### src/rtl/sweep_pkg.sv
// Shared types for the triangle sweep controller.
package sweep_pkg;
  typedef enum logic [2:0] {
    IDLE,
    UP,
    HOLD,
    DOWN,
    DONE
  } sweep_state_t;
endpackage

### src/rtl/sweep_hold_timer.sv
// Dwell timer for the sweep peak: counts 0..HOLD_CYCLES-1 while enabled and
// flags the final value so the controller can leave the dwell.
module sweep_hold_timer #(
  parameter int HOLD_W      = 8,
  parameter int HOLD_CYCLES = 4
) (
  input  logic clk,
  input  logic rst,
  input  logic clr,
  input  logic en,
  output logic last
);
  localparam logic [HOLD_W-1:0] LAST_VAL = HOLD_W'((HOLD_CYCLES > 0) ? HOLD_CYCLES - 1 : 0);
  localparam logic [HOLD_W-1:0] ONE      = HOLD_W'(1);

  logic [HOLD_W-1:0] cnt;

  always_ff @(posedge clk or negedge rst) begin
    if (!rst)     cnt <= '0;
    else if (clr) cnt <= '0;
    else if (en)  cnt <= cnt + ONE;
  end

  assign last = (cnt == LAST_VAL);
endmodule

### src/rtl/sweep_sequencer.sv
// Triangle sweep controller: 0 -> limit, dwell, limit -> 0, then a done pulse.
// Build option SWEEP_PAUSE_EN adds a pause input that freezes an active sweep.
//
//   state | meaning
//   IDLE  | waiting for start handshake, count 0
//   UP    | count rising toward limit_q
//   HOLD  | count frozen at limit_q while the dwell timer runs
//   DOWN  | count falling toward 0 (DONE entered from count 0)
//   DONE  | one-cycle done pulse, then back to IDLE
module sweep_sequencer
  import sweep_pkg::*;
#(
  parameter int WIDTH       = 8,
  parameter int HOLD_CYCLES = 4,
  parameter int HOLD_W      = 8
) (
  input  logic             clk,
  input  logic             rst,
  input  logic             start_valid,
  output logic             start_ready,
  input  logic [WIDTH-1:0] limit,
  input  logic             abort,
`ifdef SWEEP_PAUSE_EN
  input  logic             pause,
`endif
  output logic [WIDTH-1:0] count,
  output logic             dir,
  output logic             busy,
  output logic             done
);
  localparam logic [WIDTH-1:0] ONE = WIDTH'(1);

  sweep_state_t     state, state_nxt;
  logic [WIDTH-1:0] count_nxt;
  logic [WIDTH-1:0] limit_q, limit_nxt;
  logic [WIDTH-1:0] count_inc;
  logic             hold_last;
  logic             stall;

`ifdef SWEEP_PAUSE_EN
  assign stall = pause;
`else
  assign stall = 1'b0;
`endif

  assign count_inc = count + ONE;

  always_comb begin
    state_nxt = state;
    count_nxt = count;
    limit_nxt = limit_q;
    unique case (state)
      IDLE: begin
        if (start_valid) begin
          limit_nxt = limit;
          count_nxt = '0;
          state_nxt = (limit == '0) ? DONE : UP;
        end
      end
      UP: begin
        if (abort) begin
          state_nxt = IDLE;
          count_nxt = '0;
        end else if (!stall) begin
          count_nxt = count_inc;
          if (count_inc == limit_q) state_nxt = (HOLD_CYCLES > 0) ? HOLD : DOWN;
        end
      end
      HOLD: begin
        if (abort) begin
          state_nxt = IDLE;
          count_nxt = '0;
        end else if (!stall && hold_last) begin
          state_nxt = DOWN;
        end
      end
      DOWN: begin
        if (abort) begin
          state_nxt = IDLE;
          count_nxt = '0;
        end else if (!stall) begin
          // Count 0 stays visible for one DOWN cycle before DONE.
          if (count == '0) state_nxt = DONE;
          else             count_nxt = count - ONE;
        end
      end
      DONE: begin
        state_nxt = IDLE;
        count_nxt = '0;
      end
      default: begin
        state_nxt = IDLE;
        count_nxt = '0;
      end
    endcase
  end

  always_ff @(posedge clk or negedge rst) begin
    if (!rst) begin
      state   <= IDLE;
      count   <= '0;
      limit_q <= '0;
      dir     <= 1'b0;
      busy    <= 1'b0;
      done    <= 1'b0;
    end else begin
      state   <= state_nxt;
      count   <= count_nxt;
      limit_q <= limit_nxt;
      dir     <= (state_nxt == UP);
      busy    <= (state_nxt != IDLE);
      done    <= (state_nxt == DONE);
    end
  end

  assign start_ready = (state == IDLE);

  sweep_hold_timer #(
    .HOLD_W      (HOLD_W),
    .HOLD_CYCLES (HOLD_CYCLES)
  ) u_hold_timer (
    .clk  (clk),
    .rst  (rst),
    .clr  (state_nxt != HOLD),
    .en   ((state == HOLD) && !stall),
    .last (hold_last)
  );
endmodule

### config.mk
export PLATFORM = sky130hd
export DESIGN_NAME = sweep_sequencer
export DESIGN_NICKNAME = d
export VERILOG_FILES = /design/src/rtl/sweep_pkg.sv /design/src/rtl/sweep_hold_timer.sv /design/src/rtl/sweep_sequencer.sv
export SDC_FILE = /design/constraint.sdc
export NUM_CORES = 1
export LEC_CHECK = 0
export BUFFER_PORTS_ARGS = -buffer_cell sky130_fd_sc_hd__buf_2
export CORE_MARGIN = 4
export CORE_UTILIZATION = 45
export DETAILED_ROUTE_END_ITERATION = 8
export GPL_TIMING_DRIVEN = 0
export PLACE_DENSITY = 0.69
export RECOVER_POWER = 100
export SLEW_MARGIN = 15
export SYNTH_ARGS = -nofsm -noshare
export SYNTH_HDL_FRONTEND = slang
export SYNTH_SLANG_ARGS = --single-unit
### constraint.sdc
create_clock -name clk -period 2.5 [get_ports clk]
set_clock_uncertainty 0.15 [all_clocks]
set_input_delay 0.5 -clock clk [delete_from_list [all_inputs] [get_ports clk]]
set_output_delay 0.5 -clock clk [all_outputs]
set_load 0.01 [all_outputs]
[Yosys cells after proc, flatten, opt, wreduce, memory -nomap -nowiden]
Cells that the tools add are included.
Cells by class
  eq/ne operators: 11
  mux-type cells: 17
  add/subtract/negate cells: 3
  reductions and logical operators: 7
Operators by type and width (number)
  $mux W8: 7
  $pmux W8 S4: 1
  $mux W3: 8
  $add A8 B1 Y8 const B: 2
  $logic_not A8 Y1: 2
  $pmux W3 S4: 1
  $eq A8 B2 Y1 const B: 1
  $eq A8 B8 Y1: 1
  $sub A8 B1 Y8 const B: 1
  $eq A3 B1 Y1 const B: 2
  $eq A3 B2 Y1 const B: 2
  $ne A2 B2 Y1 const B: 2
  $eq A3 B3 Y1 const B: 1
  $logic_not A3 Y1: 1
  $ne A3 B2 Y1 const B: 1
  $ne A3 B3 Y1 const B: 1
  $reduce_and A3 Y1: 1
  $reduce_bool A3 Y1: 1
  $reduce_and A2 Y1: 1
  $reduce_bool A2 Y1: 1
Word-level totals
  register bits: 30

[Longest topological paths before layout]
Gate-level depths: netlist of run 1.
  word-level depth: 7
  depth in mapped cells: 8

[Modules after synthesis]
A second synthesis of run 1 with hierarchy kept.
Second synthesis, totals
  cell total of the unflattened synthesis: 205
  area, all modules: 1970.6 um^2
By module, submodules not included
  sweep_sequencer: area an instance 1559.0 um^2, seq. area each 550.5 um^2, instances 1, cells an instance 165
  sweep_hold_timer: area an instance 411.6 um^2, seq. area each 200.2 um^2, instances 1, cells an instance 40

[Worst setup path after synthesis of run 1]
Ideal clock, no wire load.
  kind: register to register
  start point: register count[0]
  end point: register dir
  setup slack: -0.009 ns
  required time: 2.231 ns
  arrival time: 2.240 ns
  path buffers: 1
  period minus slack after synthesis: 2.509 ns
  cell stages (with the launch flop): 9
  cell sequence: dfrtp_1 -> inv_1 -> ha_1 -> xor2_1 -> a311oi_1 -> nand4b_1 -> or4_4 -> buf_6 -> a21o_2
On the way
  word-level cells in the longest chain between the ends: 6
  elaborated cells on any way between the ends: 9
  those cells by class: add/sub: 1; eq/ne: 2; mux: 5; reduce/logical: 1
RTL lines
  from (decl): RTL line sweep_sequencer.sv:26  | output logic [WIDTH-1:0] count,
  from (signal assigned): RTL line sweep_sequencer.sv:108  | count <= count_nxt;
  $add A8 B1 Y8: RTL line sweep_sequencer.sv:46  | assign count_inc = count + ONE;
  $eq A8 B8 Y1: RTL line sweep_sequencer.sv:66  | if (count_inc == limit_q) state_nxt = (HOLD_CYCLES > 0) ? HOLD : DOWN;
  $mux W3: RTL line sweep_sequencer.sv:66
  $mux W3: RTL line sweep_sequencer.sv:61  | if (abort) begin
  $pmux W3 S4 (*): RTL line sweep_sequencer.sv:52  | unique case (state)
  $eq A3 B1 Y1 (*): RTL line sweep_sequencer.sv:110  | dir <= (state_nxt == UP);
  to (signal assigned): RTL line sweep_sequencer.sv:110
  to (decl): RTL line sweep_sequencer.sv:27  | output logic dir,
Mark *: on every way between the ends. The rest lies on a longest branch, timed or not.
A chain may end at the register's enable or synchronous reset.

[Worst setup path after layout of run 1]
Same ends and word-level chain as after synthesis.

==> flow_summary.toml, run 1 <==
[run_status]
status = "complete, but fails checks"
violations = "max-capacitance violations, max-slew violations"

[power_and_ir_drop]
vdd_ir_drop_max_mv = 0.277
power_density_mw_per_mm2 = 598
p_leak_nw = 0.918

[floorplan]
rows = 23
die_w_um = 73.5
io_pins = 24
core_area_mm2 = 0.00409
fp.dieArea_mm2 = 0.00541
die_y_um = 73.5
initial_core_util = 0.473

[logic_synthesis]
yosys.area.top_type = "dfrtp_1"
synth_area_mm2 = 0.00193
synth_seq_cells = 30
ys_top_cells_by_count = "30 x dfrtp_1, 15 x o21ai_0, 14 x nand2_1, 13 x nor2_1, 13 x xnor2_1"
synth_most_common_cell = "dfrtp_1"
ys_types = 53
syn_avg_cell_area_um2 = 9.86
synth_cells = 196
yosysWarnings = 0
synth-edff-count = 0
netlist_top_cells_area = "dfrtp_1 39%, xnor2_1 5.9%, a211oi_2 5.2%"
synth_fp_nets = 212
async_reset_ff_frac = 1.00
yosysSeqAreaShare = 0.388
synth_top_area_share = 0.388
synthFlopType = "dfrtp_1"

[detailed_routing]
dr_wl_met2_mm = 1.92
wl_met1_mm = 2.06
vias_per_cell = 5.60
drt-wirelength-per-cell_um = 15.5
drc_errors = 0
routed-wl-met3_um = 288
antenna_left = 0
wl_mm = 4.35
top_layer_used = "met4"
dr.pass1.iters = 4
drtIter0Drc = 155
vias = 1575

[critical_path]
crit_path_top_delay_cell = "dfrtp_2"
critPathBufInv = 2
critical_path_class = "reg2reg"
crit_required_ns = 2.52
critPathTopFamily = "simple AND/OR/NAND/NOR gates"
path_cells = "inv_2, ha_4, xor2_1, a311oi_2, nand4b_1, or4_4, buf_8, a21o_2"
cp-end-kind = "flop"
worstPathMaxFanout = 10
cp.arrival_ns = 2.44
slowest_delay_ns = 0.45
cp-start-kind = "flop"

[final_layout]
antenna_cells = 0
seq_area_um2 = 753
instances_no_fill = 281
fin_area_mm2 = 0.00226
fin_util = 0.554
area_delta_synth_final_pct = 17.0
multiInputGateArea_mm2 = 0.00110
drive_gt1_frac = 0.273
nets = 247
n_fill_cell = 368

[sta]
final_max_slew_viol_count = 31
hold_viol = 0
finalSetupViolations = 0
setup_ws_ns = 0.0846
period_minus_slack_ns = 2.42
slew_headroom = -0.0657
hold-worst-slack_ns = 0.283
post-route-period-util = 0.966
tightest_slew_ns = 1.60
fmax_ghz = 0.414
rsz0062_at_grt = "yes"

[clock_tree]
clk_latency_ns = 0.29
clk_path_buf_depth = 2
numCtsBuffers = 5
cts_tree = "done"
cts.sinks = 30
path_clk_slew_ns = 0.07
cts_htree_levels = 2
clockRootBuffer = "clkbuf_8"

[placement]
placed_area_mm2 = 0.00211
place_congestion = 0.819
io_buffers = 23
dp_hpwl_mm = 3.12
dpl.cell_count = 269
post-place-ws_ns = -0.142

[global_route]
first_global_vias = 1464
grt_pass1_wl_mm = 7.30
overflow = 0
grtUsageTotal = 0.179
grt_antenna_before_repair = 0
grt_max_degree = 31

[run]
drv_cap = 1

[worst_hold_path]
worstHoldPathType = "in2reg"
-- stage by stage --
stage / power (mW) / TNS, ns
after detailed placement: 0.918 / -1.11
after global routing: 1.42 / -0.143
after CTS: 1.34 / 0
final: 1.35 / 0
after floorplan: 0.822 / 0
after global placement: 0.908 / -0.439
-- kinds of logic after synthesis --
group / after synthesis / synth area share
AND/OR/NAND/NOR: 67 / 0.205
AO/OA/AOI/OAI: 47 / 0.188
flip-flops: 30 / 0.388
XOR/XNOR: 20 / 0.0906
buffers and inverters: 20 / 0.0576
multiplexers: 8 / 0.0453
adder cells (fa/ha/maj): 4 / 0.0259
-- worst paths after layout --
check | start | end | slack [ns] | depth (start not counted)
max in group asynchronous | rst | count[0] | 0.72 | 1
min reg2reg | limit_q[7] | limit_q[7] | 0.38 | 1
max | count[0] | dir | 0.08 | 8
min in group asynchronous | rst | count[5] | 0.44 | 1
max reg2reg | count[0] | dir | 0.08 | 8
min | limit[4] | limit_q[4] | 0.28 | 3
-- worst register-to-register path, stage by stage (launching register included) --
cell and delay [ns]:
dfrtp_2 0.45, inv_2 0.10, ha_4 0.22, xor2_1 0.17, a311oi_2 0.24, nand4b_1 0.13
or4_4 0.45, buf_8 0.17, a21o_2 0.21
-- area by class of cell --
cell class	count	area share
tap	50	0.0277
clock buffer	7	0.0382
inverter	7	0.0116
buffer	13	0.0404
timing repair buffer	28	0.0614
sequential	30	0.333
multi-input combinational	146	0.488
-- layer usage --
layer / track usage / vias to the layer above
met3: 0.0506 / 8
met2: 0.261 / 43
met4: 0.0724 / 0
li1: - / 788
met5: 0 / -
met1: 0.248 / 736
-- cell usage in the layout (no fill, tap or decap), types with 3 or more instances in the layout --
master / netlist / final
clkbuf_1: 4 / 16
nand3_1: 4 / 3
o21ai_0: 15 / 15
nor3_1: 8 / 8
a211oi_2: 8 / 7
xor2_1: 7 / 7
a21oi_1: 3 / 3
inv_1: 7 / 5
nand4_1: 3 / 3
mux2_2: 6 / 6
ha_1: 4 / 3
nand2b_1: 3 / 3
o22ai_1: 3 / 3
nand2_1: 14 / 14
clkbuf_8: 2 / 8
nor2_1: 13 / 13
buf_2: 4 / 15
or4b_2: 3 / 3
xnor2_1: 13 / 13
dfrtp_1: 30 / 28
buf_4: 1 / 6
o31ai_1: 4 / 4
-- where the power goes --
group	switching (mW)	leakage [nW]	internal, mW
Clock	0.184	0.0443	0.218
Sequential	0.0380	0.392	0.536
Combinational	0.199	0.482	0.177
Total	0.421	0.918	0.931
-- state kept, by name, summed over array words and instances (netlist names) --
signal,flops
busy,1
count,8
dir,1
done,1
limit_q,8
state,3
u_hold_timer.cnt,8
-- repair_timing --
action / 4_1_cts / 5_1_grt
hold buffers: 0 / 0
pin swaps: 0 / 2
buffers inserted: 4 / 1
setup endpoints to repair: 11 / 11
gates resized for setup: 2 / 8
No activity file was read; power rests on OpenSTA's default activity.
==> run 2: changes to the inputs <==
Settings changed: HOLD_SLACK_MARGIN set to 0.03, REMOVE_ABC_BUFFERS set to 1.
==> run 2 against run 1 <==
The flow still finishes with violations (max-capacitance violations, max-slew violations). Routed wire length decreased by 5.7%. Sequential cell count unchanged. Combinational power decreased by 4%. Cell count decreased by 3.6%. Critical endpoint is now state[0]. Largest cell class unchanged. Largest power group unchanged. Highest routed layer unchanged.
==> flow_summary.toml, run 2 (synthesized netlist as in run 1, its figures left out) <==
[sta]
tightest_slew_ns = 1.61
finalSetupViolations = 0
period_minus_slack_ns = 2.41
slew_headroom = -0.0766
final_max_slew_viol_count = 31
finalSetupTns_ns = 0
hold_viol = 0
fmax_ghz = 0.414
post-route-period-util = 0.965

[floorplan]
core_area_mm2 = 0.00409
die_y_um = 73.5
rows = 23
die_w_um = 73.5
io_pins = 24
fp.dieArea_mm2 = 0.00541
initial_core_util = 0.473

[power_and_ir_drop]
p_total_mw = 1.40
power_density_mw_per_mm2 = 628
vdd_ir_drop_max_mv = 0.388
p_leak_nw = 0.907

[detailed_routing]
antenna_left = 0
drt-wirelength-per-cell_um = 15.2
vias_per_cell = 5.75
dr.pass1.iters = 4
vias = 1558
drtIter0Drc = 85
drc_errors = 0
wl_mm = 4.11

[critical_path]
slowest_delay_ns = 0.47
r2r-start = "count[0]"
cp.arrival_ns = 2.43
worstPathMaxFanout = 5
path_cells = "inv_2, ha_4, xor2_1, a311oi_2, nand4b_1, or4_4, a211o_2"
cp-startpoint = "count[0]"
crit_required_ns = 2.51
cp-end-kind = "flop"
cp-start-kind = "flop"
crit_path_top_delay_cell = "or4_4"
critical_path_class = "reg2reg"

[placement]
place_congestion = 0.799
io_buffers = 23
dp_hpwl_mm = 2.79
dpl.cell_count = 256

[final_layout]
fin_util = 0.544
area_delta_synth_final_pct = 15.1
final_cell_mix = "26 x dfrtp_1, 17 x buf_2, 15 x o21ai_0"
top_regs = "count: 8 flops, limit_q: 8 flops, u_hold_timer.cnt: 8 flops"
antenna_cells = 0
nets = 236
final_common_cell = "dfrtp_1"
drive_gt1_frac = 0.294
instances_no_fill = 271
n_fill_cell = 388

[global_route]
grtUsageTotal = 0.168
busiest_layer = "met2"
grt_pass1_wl_mm = 7.07
met2_usage = 0.258
overflow = 0
use_met1 = 0.227
grt_antenna_before_repair = 0
gr-usage-met3 = 0.0451
first_global_vias = 1494
grt_max_degree = 31

[worst_hold_path]
worstHoldPathType = "in2reg"
hold_start = "limit[2]"

[clock_tree]
cts_htree_levels = 2
cts_tree = "done"
clk_latency_ns = 0.28
cts_hold_buf = 0
path_clk_slew_ns = 0.07
clockRootBuffer = "clkbuf_8"
cts.sinks = 30
clk_path_buf_depth = 2
numCtsBuffers = 5

[run_status]
status = "complete, but fails checks"
violations = "max-capacitance violations, max-slew violations"

[run]
drv_cap = 1
[run 2: where the power goes]
part	internal [mW]	total (mW)	leakage [nW]	switching, mW
Sequential	0.536	0.577	0.389	0.0404
Clock	0.278	0.460	0.0575	0.183
Combinational	0.171	0.360	0.461	0.189
Total	0.985	1.40	0.907	0.412
[run 2: critical path, delay by kind of cell, from the launching register on]
family / cells / cell delay (ns)
AOI/OAI and AO/OA: 2 / 0.60
and+or+nand+nor: 2 / 0.60
DFF: 1 / 0.46
adders and majority gates: 1 / 0.22
xor gates and xnor gates: 1 / 0.16
buffers and inverters: 1 / 0.10
[run 2: what timing repair did]
| item | in CTS | in global routing |
|---|---|---|
| pin swaps | 2 | 6 |
| resized for setup | 6 | 6 |
| endpoints found under the setup margin | 11 | 12 |
| buffers inserted | 7 | 0 |
[run 2: per-layer routing]
layer | routed length (um) | share of wire
met5 | 0 | 0
met4 | 76 | 0.019
met3 | 180 | 0.044
met2 | 1870 | 0.46
met1 | 1980 | 0.48
[run 2: final timing paths]
| path | slack [ns] | end | cells after the start |
|---|---|---|---|
| setup / recovery | 0.09 | state[0] | 7 |
| hold / removal | 0.29 | limit_q[2] | 3 |
| setup reg to reg | 0.09 | state[0] | 7 |
| hold reg to reg | 0.38 | limit_q[6] | 1 |
| max in group asynchronous | 0.68 | state[1] | 1 |
| min in group asynchronous | 0.47 | count[6] | 1 |
[run 2: area by class of cell]
class | count | area [um2] | share of cell area
Tap cell | 50 | 62.6 | 0.0281
Inverter | 7 | 26.3 | 0.0118
Clock buffer | 8 | 110 | 0.0495
Multi-Input combinational cell | 146 | 1100 | 0.496
Timing Repair Buffer | 30 | 168 | 0.0754
Sequential cell | 30 | 756 | 0.340
[run 2: metrics by stage]
| stage | setup slack, ns | hold slack, ns | cell area [um2] |
|---|---|---|---|
| after global routing | -0.00267 | 0.308 | 2220 |
| after global placement | -0.271 | 0.363 | 2030 |
| final | 0.0864 | 0.293 | 2220 |
| after detailed placement | -0.286 | 0.367 | 2030 |
| after floorplan | -0.0939 | 0.0544 | 1850 |
| after CTS | 0.00404 | 0.127 | 2210 |
